### config.mk
export PLATFORM = sky130hd
export DESIGN_NAME = load_store_unit
export DESIGN_NICKNAME = d
export VERILOG_FILES = /design/src/rtl/load_store_unit.sv
export SDC_FILE = /design/constraint.sdc
export NUM_CORES = 1
export LEC_CHECK = 0
export CAP_MARGIN = 10
export CORE_MARGIN = 1.5
export CORE_UTILIZATION = 46
export DETAILED_ROUTE_END_ITERATION = 16
export GPL_TIMING_DRIVEN = 0
export PLACE_DENSITY = 0.86
export SYNTH_ARGS = -nofsm -noshare
export SYNTH_HDL_FRONTEND = slang
export SYNTH_SLANG_ARGS = --single-unit
export TNS_END_PERCENT = 30
### constraint.sdc
create_clock -name clk -period 5.7 [get_ports clk]
set_clock_uncertainty 0.05 [all_clocks]
set_input_delay 0.57 -clock clk [delete_from_list [all_inputs] [get_ports clk]]
set_output_delay 0.57 -clock clk [all_outputs]
set_load 0.01 [all_outputs]
### src/rtl/load_store_unit.sv
// Load/store unit: word-aligned bus access with strobes, load extraction, stall.
// Optional bus watchdog enabled by defining LSU_TIMEOUT_EN.
module load_store_unit #(
    parameter int TIMEOUT_CYCLES = 16,
    parameter int CNT_W          = 5
) (
    input  logic        clk,
    input  logic        reset,
    input  logic        req_valid,
    output logic        req_ready,
    input  logic        req_write,
    input  logic [2:0]  req_funct3,
    input  logic [31:0] req_addr,
    input  logic [31:0] req_wdata,
    output logic        rsp_valid,
    output logic [31:0] rsp_rdata,
    output logic        rsp_err,
    output logic        stall,
    output logic        mem_req,
    output logic        mem_we,
    output logic [31:0] mem_addr,
    output logic [3:0]  mem_wstrb,
    output logic [31:0] mem_wdata,
    input  logic        mem_ack,
    input  logic [31:0] mem_rdata
);

    localparam logic [1:0] S_IDLE = 2'd0;
    localparam logic [1:0] S_BUS  = 2'd1;
    localparam logic [1:0] S_RESP = 2'd2;
    localparam logic [1:0] S_ERR  = 2'd3;

    if (TIMEOUT_CYCLES < 1 || TIMEOUT_CYCLES >= (1 << CNT_W)) begin : g_cfg_check
        $error("load_store_unit: CNT_W too narrow for TIMEOUT_CYCLES");
    end

    logic [1:0]  state;
    logic [1:0]  lane_q;
    logic [2:0]  funct3_q;
    logic        write_q;
    logic        legal;
    logic        aligned;
    logic        timed_out;
    logic [3:0]  strb;
    logic [31:0] wdata_rep;
    logic [7:0]  ld_byte;
    logic [15:0] ld_half;
    logic [31:0] load_data;

    assign req_ready = (state == S_IDLE);
    assign stall     = (req_ready & req_valid) | (state == S_BUS);

    always_comb begin
        legal = 1'b0;
        case (req_funct3)
            3'b000, 3'b001, 3'b010: legal = 1'b1;
            3'b100, 3'b101:         legal = ~req_write;
            default:                legal = 1'b0;
        endcase
    end

    always_comb begin
        aligned   = 1'b1;
        strb      = 4'b0000;
        wdata_rep = req_wdata;
        case (req_funct3[1:0])
            2'b00: begin
                strb      = 4'b0001 << req_addr[1:0];
                wdata_rep = {4{req_wdata[7:0]}};
            end
            2'b01: begin
                aligned   = ~req_addr[0];
                strb      = 4'b0011 << {req_addr[1], 1'b0};
                wdata_rep = {2{req_wdata[15:0]}};
            end
            2'b10: begin
                aligned   = (req_addr[1:0] == 2'b00);
                strb      = 4'b1111;
            end
            default: begin
                aligned   = 1'b1;
                strb      = 4'b0000;
            end
        endcase
    end

    // Lane selection uses the address captured at acceptance.
    always_comb begin
        ld_byte = mem_rdata[7:0];
        case (lane_q)
            2'd0: ld_byte = mem_rdata[7:0];
            2'd1: ld_byte = mem_rdata[15:8];
            2'd2: ld_byte = mem_rdata[23:16];
            2'd3: ld_byte = mem_rdata[31:24];
            default: ld_byte = mem_rdata[7:0];
        endcase
        ld_half = lane_q[1] ? mem_rdata[31:16] : mem_rdata[15:0];
        case (funct3_q)
            3'b000:  load_data = {{24{ld_byte[7]}}, ld_byte};
            3'b001:  load_data = {{16{ld_half[15]}}, ld_half};
            3'b100:  load_data = {24'd0, ld_byte};
            3'b101:  load_data = {16'd0, ld_half};
            default: load_data = mem_rdata;
        endcase
    end

`ifdef LSU_TIMEOUT_EN
    logic [CNT_W-1:0] wait_cnt;

    // Limit is reached on the TIMEOUT_CYCLES-th unacknowledged BUS cycle.
    assign timed_out = ~mem_ack
                     & (wait_cnt == CNT_W'(TIMEOUT_CYCLES - 1));

    always_ff @(posedge clk) begin
        if (!reset) begin
            wait_cnt <= '0;
        end else if (state != S_BUS) begin
            wait_cnt <= '0;
        end else if (!mem_ack) begin
            wait_cnt <= wait_cnt + 1'b1;
        end
    end
`else
    assign timed_out = 1'b0;
`endif

    always_ff @(posedge clk) begin
        if (!reset) begin
            state     <= S_IDLE;
            lane_q    <= '0;
            funct3_q  <= '0;
            write_q   <= 1'b0;
            rsp_valid <= 1'b0;
            rsp_err   <= 1'b0;
            rsp_rdata <= '0;
            mem_req   <= 1'b0;
            mem_we    <= 1'b0;
            mem_addr  <= '0;
            mem_wstrb <= '0;
            mem_wdata <= '0;
        end else begin
            rsp_valid <= 1'b0;
            rsp_err   <= 1'b0;
            case (state)
                S_IDLE: begin
                    if (req_valid) begin
                        lane_q    <= req_addr[1:0];
                        funct3_q  <= req_funct3;
                        write_q   <= req_write;
                        rsp_rdata <= '0;
                        if (legal && aligned) begin
                            state     <= S_BUS;
                            mem_req   <= 1'b1;
                            mem_we    <= req_write;
                            mem_addr  <= {req_addr[31:2], 2'b00};
                            mem_wstrb <= req_write ? strb : 4'b0000;
                            mem_wdata <= req_write ? wdata_rep : 32'd0;
                        end else begin
                            state     <= S_ERR;
                            rsp_valid <= 1'b1;
                            rsp_err   <= 1'b1;
                        end
                    end
                end
                S_BUS: begin
                    if (mem_ack) begin
                        state     <= S_RESP;
                        mem_req   <= 1'b0;
                        mem_we    <= 1'b0;
                        rsp_valid <= 1'b1;
                        rsp_rdata <= write_q ? 32'd0 : load_data;
                    end else if (timed_out) begin
                        state     <= S_ERR;
                        mem_req   <= 1'b0;
                        mem_we    <= 1'b0;
                        rsp_valid <= 1'b1;
                        rsp_err   <= 1'b1;
                        rsp_rdata <= '0;
                    end
                end
                S_RESP:  state <= S_IDLE;
                S_ERR:   state <= S_IDLE;
                default: state <= S_IDLE;
            endcase
        end
    end

endmodule

# ---- Word-level counts from Yosys, hierarchy flattened
# Cells that the tools add are included.
dict set report op_classes {
  n_eq_ne 18
  shifts 2
  mux 28
  bitwise_logic 4
  n_reduce_logical 17
}
# operator count
set op_table {}
lappend op_table {{$mux 32} 4}
lappend op_table {{$pmux 32 s2} 2}
lappend op_table {{$pmux 32 s4} 1}
lappend op_table {{$pmux 8 s4} 1}
lappend op_table {{$mux 16} 1}
lappend op_table {{$eq 3x3->1 const B} 4}
lappend op_table {{$pmux 4 s3} 1}
lappend op_table {{$eq 2x2->1 const B} 5}
lappend op_table {{$pmux 1 s2} 5}
lappend op_table {{$logic_not 2->1} 4}
lappend op_table {{$mux 1} 8}
lappend op_table {{$eq 2x1->1 const B} 3}
lappend op_table {{$eq 3x1->1 const B} 2}
lappend op_table {{$logic_not 3->1} 2}
lappend op_table {{$mux 2} 3}
lappend op_table {{$pmux 2 s3} 1}
lappend op_table {{$reduce_and 2->1} 3}
lappend op_table {{$reduce_and 3->1} 2}
lappend op_table {{$mux 4} 1}
lappend op_table {{$ne 2x2->1 const B} 2}
lappend op_table {{$reduce_and 4->1} 1}
lappend op_table {{$reduce_or 2->1} 2}
lappend op_table {{$shl 1x2->4 const A} 1}
lappend op_table {{$shl 2x2->4 const A} 1}
lappend op_table {{other kinds (8)} 9}
dict set report word_totals {
  reg_bits 110
  input_bits 104
  word_cells 81
}

# ---- Logic depth before layout (Yosys ltp)
# Gate-level depths: netlist (run 1).
dict set report depth {
  word_depth 7
  depth_mapped 9
  mapped_depth_nobuf 6
}

# ---- Least setup slack after synthesis (run 1)
# OpenSTA, ideal clock, no wires.
dict set report synth_path {
  path_type {input -> register}
  startpoint {input port req_funct3[0]}
  endpoint {register mem_wdata[0]}
  setup_time_ns 0.061
  t_arrival_ns 2.094
  required_time_ns 5.589
  path_slack_ns 3.495
  path_stages 6
  path_buffers 0
  cell_sequence {inv_1 -> ha_1 -> or3b_1 -> a31o_4 -> nor4_4 -> a32o_2}
}
dict set report synth_via {
  elab_chain_cells 5
  word_cells_on_any_way 13
}
# element line_no
set synth_lines {}
lappend synth_lines {{start: declaration} 12} ;# input logic [2:0] req_funct3,
lappend synth_lines {{$eq 3x1->1 (tied with other cells)} 55} ;# case (req_funct3)
lappend synth_lines {{$reduce_or 3->1 / $reduce_or 2->1 (equally long branches)} 55}
lappend synth_lines {{$pmux 1 s2} 55}
lappend synth_lines {{$logic_and 1x1->1 (*)} 151} ;# if (legal && aligned) begin
lappend synth_lines {{$reduce_and 3->1 (no source line) (*)} --}
lappend synth_lines {{end signal: assignment} 157} ;# mem_wdata <= req_write ? wdata_rep : 32'd0;
lappend synth_lines {{end: declaration} 23} ;# output logic [31:0] mem_wdata,
# Mark *: on every way between the ends. The rest lies on a longest branch, timed or not.
# A chain may end at the register's enable or synchronous reset.

# ---- Worst setup path in the final report (run 1)
dict set report layout_path {
  startpoint {input port req_funct3[0]}
  endpoint {register mem_wstrb[2]}
}
dict set report layout_via {
  elab_chain_cells 5
  word_cells_on_any_way 16
}
# element line_no
set layout_lines {}
lappend layout_lines {{$eq 3x1->1 (tied with other cells)} 55}
lappend layout_lines {{$reduce_or 3->1 / $reduce_or 2->1 (equally long branches)} 55}
lappend layout_lines {{$pmux 1 s2} 55}
lappend layout_lines {{$logic_and 1x1->1} 151}
lappend layout_lines {{$reduce_and 3->1 (no source line)} --}
lappend layout_lines {{end signal: assignment} 156} ;# mem_wstrb <= req_write ? strb : 4'b0000;
lappend layout_lines {{end: declaration} 22} ;# output logic [3:0] mem_wstrb,
# Several ways; a longest one is shown, not always the timed one.

==> results of run 1 <==
[cell usage after synthesis, drive strengths merged, types with 8 or more instances]
cell | number | area [sq um]
dfxtp | 110 | 2200
nor2 | 8 | 46.3
o2111ai | 12 | 105
a22oi | 8 | 60.1
o2bb2ai | 8 | 70.1
o22ai | 8 | 50.1
nand4 | 8 | 50.1
o21ai | 65 | 325
clkbuf | 36 | 135
mux2i | 12 | 120
nand2 | 27 | 101
nand3 | 35 | 175
a221o | 16 | 160
a32o | 9 | 100
a21oi | 67 | 335
mux2 | 8 | 90.1
buf | 16 | 92.6
[metal layers]
metal | part of all wire, % | vias up | routed length (microns)
li1 | - | 2491 | -
met4 | 2.9 | 0 | 510
met5 | 0 | - | 0
met1 | 39 | 2574 | 6910
met2 | 49 | 300 | 8680
met3 | 8.6 | 47 | 1510
[power by group through the flow]
stage	clock, mW	sequential, mW	combinational, mW
global placement	0	0.829	0.347
floorplan	0	0.838	0.161
global route	0.505	0.816	0.385
detailed placement	0	0.830	0.355
CTS	0.474	0.813	0.358
finish	0.469	0.813	0.362
[cell families (layout without fill, tap and decap cells)]
group	Yosys count	after routing
AO/OA/AOI/OAI	232	232
adder cells (fa/ha/maj)	4	4
buffers and inverters	59	281
flip-flops	110	110
multiplexers	21	21
other	1	2
AND/OR/NAND/NOR	115	115
[worst paths after layout]
| check | to | cells past startpoint |
|---|---|---|
| setup / recovery | mem_wstrb[2]$_SDFFE_PN0P_ | 9 |
| hold / removal | mem_wdata[28]$_SDFFE_PN0P_ | 2 |
| setup reg to reg | rsp_rdata[18]$_SDFFE_PN0P_ | 5 |
| hold reg to reg | mem_wdata[28]$_SDFFE_PN0P_ | 2 |
[through the flow]
stage	instances	total power, mW	area [sq um]
final	901	1.64	7370
after global routing	901	1.71	7370
after CTS	901	1.64	7370
after detailed placement	885	1.18	7180
after global placement	885	1.18	7180
after floorplan	543	0.999	4950
[state kept, by name (all words and copies together), names as in the netlist]
signal,count
rsp_err,1
write_q,1
mem_addr,30
rsp_rdata,32
mem_req,1
lane_q,2
state,2
mem_wstrb,4
funct3_q,3
rsp_valid,1
mem_we,1
mem_wdata,32
[worst register-to-register path: stages, from the launching register on]
cell      delay [ns]
dfxtp_1         0.43
nand2_1         0.18
nor3_2          0.55
o2111a_1        0.46
buf_2           0.28
a221o_1         0.14
[cell type report]
cell class / instances / area [sq um] / area share [%]
clock buffers: 11 / 131 / 1.78
flip-flops and latches: 110 / 2200 / 29.9
repair buffers: 206 / 2060 / 28.0
multi-input cells: 374 / 2490 / 33.8
inverters: 7 / 26.3 / 0.356
well taps: 136 / 170 / 2.31
plain buffers: 52 / 228 / 3.09
clock inverters: 5 / 58.8 / 0.798
==> metrics.cfg, run 1 <==
[clocking]
htreeDepth=3
clk_latency_ns=0.36
clock_sinks=110
clk_pin_slew_worst_paths_ns=0.10
root_buffer=clkbuf_8
cts_buffers=9
cts_tree=done
post_cts_resized=0
post_cts_buffers=0
cts_max_path_buffers=2
cts_hold_buf=0

[floorplan]
top_level_ports=210
rows=37
die-height_microns=107
core_sq_um=10400
die-area_sq_um=11400
die_w_microns=107
start_util_pct=47.7

[timing]
setup-tns-final_ns=0
setup_slack_ns=2.80
grt_setup_unrepaired=false
setup_viol=0
finalHoldWorstSlack_ns=0.411
fmax_ghz=0.344
worst_pin_slew_ns=0.641
maxSlewViolCount=0
slew_headroom_pct=56.9
fin_crit_sh_pct=50.9
finalCriticalPeriod_ns=2.90
hold_violations=0

[layout]
mostFrequentLayoutCells=clkdlybuf4s50_1, dfxtp_1, a21oi_1, o21ai_0, clkbuf_1
area_growth_pct=49.1
post-route-util_pct=71.1
drive_above_1_share_pct=7.19
nFillCells=823
antenna_cells=0
layout_commonest_cell=clkdlybuf4s50_1
finalNetCount=868

[routing]
ant_nets=0
first_pass_iters=5
num_vias=5412
drc=0
wl_per_cell_microns=19.5
routed_via_density=6.01
routed_wl_microns=17600
drt_first_iter_violations=382

[synth]
synth_area_sq_um=4950
synth_flop_cell=dfxtp_1
synth_simple_gate_area_share_pct=13.1
yosysWarnings=0
netlist_instances=542
synth-xor-area-share_pct=0
avgSynthCellArea_sq_um=9.13
synth_top_family_by_area=compound AO/OA/AOI/OAI gates
synth.area.mux_share_pct=4.71
ys_seq_area_share_pct=44.5
yosysUniqueCellTypes=55
synth_fa_ha_area_share_pct=1.01
ys_seq_elements=110
synth_edf_count=0
async_flop_share_pct=0
synth_compound_area_share_pct=31.5

[power_and_ir_drop]
power.switching_mw=0.472
p_per_area_nw_per_um2=223
leakagePower_nw=2.57
p_comb_share_pct=22.0
swShare_pct=28.7
p_int_mw=1.17
clockPowerShare_pct=28.5
peakVddDrop_v=0.000162
power_frac_seq_pct=49.4

[critical_path]
cp.arrival_ns=3.14
crit_type=input port to register
critPathTopFamily=buffers and inverters
worstPathCellList=clkdlybuf4s50_1 -> inv_1 -> ha_1 -> nor3_1 -> a21o_1 -> buf_2 -> clkbuf_1 -> o21ai_0 -> a21oi_1
worstPathMaxFanout=10
worstSetupStartpoint=req_funct3[0]
critPathRequiredTime_ns=5.93
r2r_slack_ns=3.57
critPathMaxStageDelay_ns=0.54
critPathSlowestCell=clkdlybuf4s50_1
worst-path-buf-inv=4
r2r_start=state[0]$_SDFFE_PN0P_
cp-end-kind=register
startpoint_type=input port

[placement]
io_buffers=206
pre_cts_ws_ns=2.49
place_congestion=0.948
dp_hpwl_microns=13400

[global_route]
met3_usage_pct=7.11
grt_max_degree=18
grt.met2_usage_pct=52.5
grt_overflow=0
grtUsageTotal_pct=30.1
grt_pass1_vias=5317
top_usage_layer=met2
grt_pass1_wl_microns=27100
use_met1_pct=35.5
antenna_found_initial=0

[run]
max-cap-violations=0

[hold_path]
hold_path_class=register to register
hp-start=mem_wdata[28]$_SDFFE_PN0P_

[run_status]
outcome=completed

(Power assumes the default switching activity.)
==> run 2: changes to the inputs <==
- CORE_UTILIZATION: 46 -> 43
- PLACE_DENSITY: 0.86 -> 0.81
- clock period: 5.7 -> 2.83 ns (I/O delays scaled with it)
==> run 2 against run 1 <==
Effect of this change: critical path depth is the same; die area is 6.8% higher; final cell count is 0.44% higher; global-route usage shrank 0.89 points; clock-buffer cell count decreased by 1; critical endpoint is now mem_wdata[20]$_SDFFE_PN0P_; sequential power increased by 100%; register-to-register slack lost 2.9 ns; design area increased by 1.3%.
==> metrics.cfg, run 2 (synthesized netlist as in run 1, its figures left out) <==
[run_status]
outcome=completed

[power_and_ir_drop]
leakagePower_nw=2.62
peakVddDrop_v=0.000412
p_per_area_nw_per_um2=481
total_power_mw=3.59

[critical_path]
cp-end-kind=register
cp.arrival_ns=2.83
critPathMaxStageDelay_ns=0.54
critPathRequiredTime_ns=3.05
r2r_cells=5
critPathSlowestCell=clkdlybuf4s50_1
crit_type=input port to register
worstPathCellList=clkdlybuf4s50_1 -> inv_1 -> ha_1 -> nor3_1 -> a21o_1 -> buf_2 -> clkbuf_1 -> o21ai_0 -> a21oi_1
worstPathMaxFanout=10
startpoint_type=input port

[global_route]
grt_pass1_vias=5181
antenna_found_initial=0
grtUsageTotal_pct=29.2
grt_max_degree=20
grt_pass1_wl_microns=26900
grt_overflow=0

[timing]
finalCriticalPeriod_ns=2.60
fmax_ghz=0.384
setup_viol=0
grt_setup_unrepaired=false
worst_pin_slew_ns=0.634
fin_crit_sh_pct=91.9
hold_violations=0
finalHoldWorstSlack_ns=0.302
maxSlewViolCount=0
setup_slack_ns=0.228
slew_headroom_pct=57.4

[routing]
first_pass_iters=5
drc=0
drt_first_iter_violations=414
ant_nets=0
routed_wl_microns=17500
routed_via_density=5.96
wl_per_cell_microns=19.4
num_vias=5391

[clocking]
htreeDepth=3
cts_max_path_buffers=2
root_buffer=clkbuf_16
cts_tree=done
cts_hold_buf=0
post_cts_resized=0
cts_buffers=9
clk_pin_slew_worst_paths_ns=0.07
clk_latency_ns=0.36
clock_sinks=110
post_cts_buffers=0

[placement]
dp_hpwl_microns=13500
pre_cts_ws_ns=-0.0268
io_buffers=206
place_congestion=0.910

[floorplan]
rows=38
die-height_microns=110
die-area_sq_um=12200
die_w_microns=110
top_level_ports=210
start_util_pct=44.8
core_sq_um=11000

[layout]
antenna_cells=0
drive_above_1_share_pct=7.32
finalNetCount=868
area_growth_pct=51.0
reg_top3=mem_wdata x32, rsp_rdata x32, mem_addr x30
layout_commonest_cell=clkdlybuf4s50_1
mostFrequentLayoutCells=clkdlybuf4s50_1, dfxtp_1, a21oi_1, o21ai_0, clkbuf_1

[run]
max-cap-violations=0

[hold_path]
hold_depth=2
hold_path_class=input port to register

==> run 2: final cells by class <==
class,instances,area [sq um]
plain buffers,52,228
clock buffers,10,229
clock inverters,6,55.1
fillers,911,3560
inverters,7,26.3
multi-input cells,374,2490
flip-flops and latches,110,2200
well taps,140,175
repair buffers,206,2060
==> run 2: stage by stage <==
step / area, sq um / util [%] / TNS, ns / cells
after CTS: 7470 / 67.7 / 0 / 905
after floorplan: 4950 / - / 0 / 543
after global placement: 7190 / 65.2 / 0 / 889
after global routing: 7470 / 67.7 / 0 / 905
after detailed placement: 7190 / 65.2 / -0.0583 / 889
final: 7470 / 67.7 / 0 / 905
==> run 2: per-layer routing <==
layer / wire [microns] / GRT usage (%) / part of all wire, %
met4: 618 / 13.3 / 3.5
met3: 1570 / 7.52 / 9.0
met5: 0 / 0 / 0
met2: 8380 / 48.5 / 48
met1: 6950 / 35.3 / 40
==> run 2: power by group <==
| part | switching, mW | internal [mW] | leakage [nW] |
|---|---|---|---|
| Combinational | 0.380 | 0.348 | 1.59 |
| Sequential | 0.0354 | 1.60 | 0.891 |
| Clock | 0.612 | 0.615 | 0.140 |
==> run 2: worst paths after layout <==
check / from / to / slack, ns
worst min register to register: mem_wdata[25]$_SDFFE_PN0P_ / mem_wdata[25]$_SDFFE_PN0P_ / 0.41
worst max-delay path: req_funct3[1] / mem_wdata[20]$_SDFFE_PN0P_ / 0.23
worst min-delay path: reset / mem_wdata[0]$_SDFFE_PN0P_ / 0.30
worst max register to register: state[0]$_SDFFE_PN0P_ / rsp_rdata[18]$_SDFFE_PN0P_ / 0.68
==> run 2: worst max-delay path: cells and delay by family <==
family | cells | cell delay [ns]
buf+inv | 4 | 1.27
compound gates | 3 | 0.57
simple gates | 1 | 0.45
fa+ha+maj | 1 | 0.25
==> run 3: changes to the inputs <==
- clock period: 2.83 -> 2.9 ns (I/O delays scaled with it)
==> results of run 3 <==
Same layout as run 2 (identical final DEF). Status: completed.
Among the figures that moved: setup slack after placement -0.0268 ns -> 0.0362 ns; setup slack after layout 0.228 ns -> 0.291 ns; hold slack 0.302 ns -> 0.309 ns; register-to-register setup slack 0.68 ns -> 0.75 ns; total power 3.59 mW -> 3.50 mW; worst IR drop on VDD 0.000412 V -> 0.000402 V
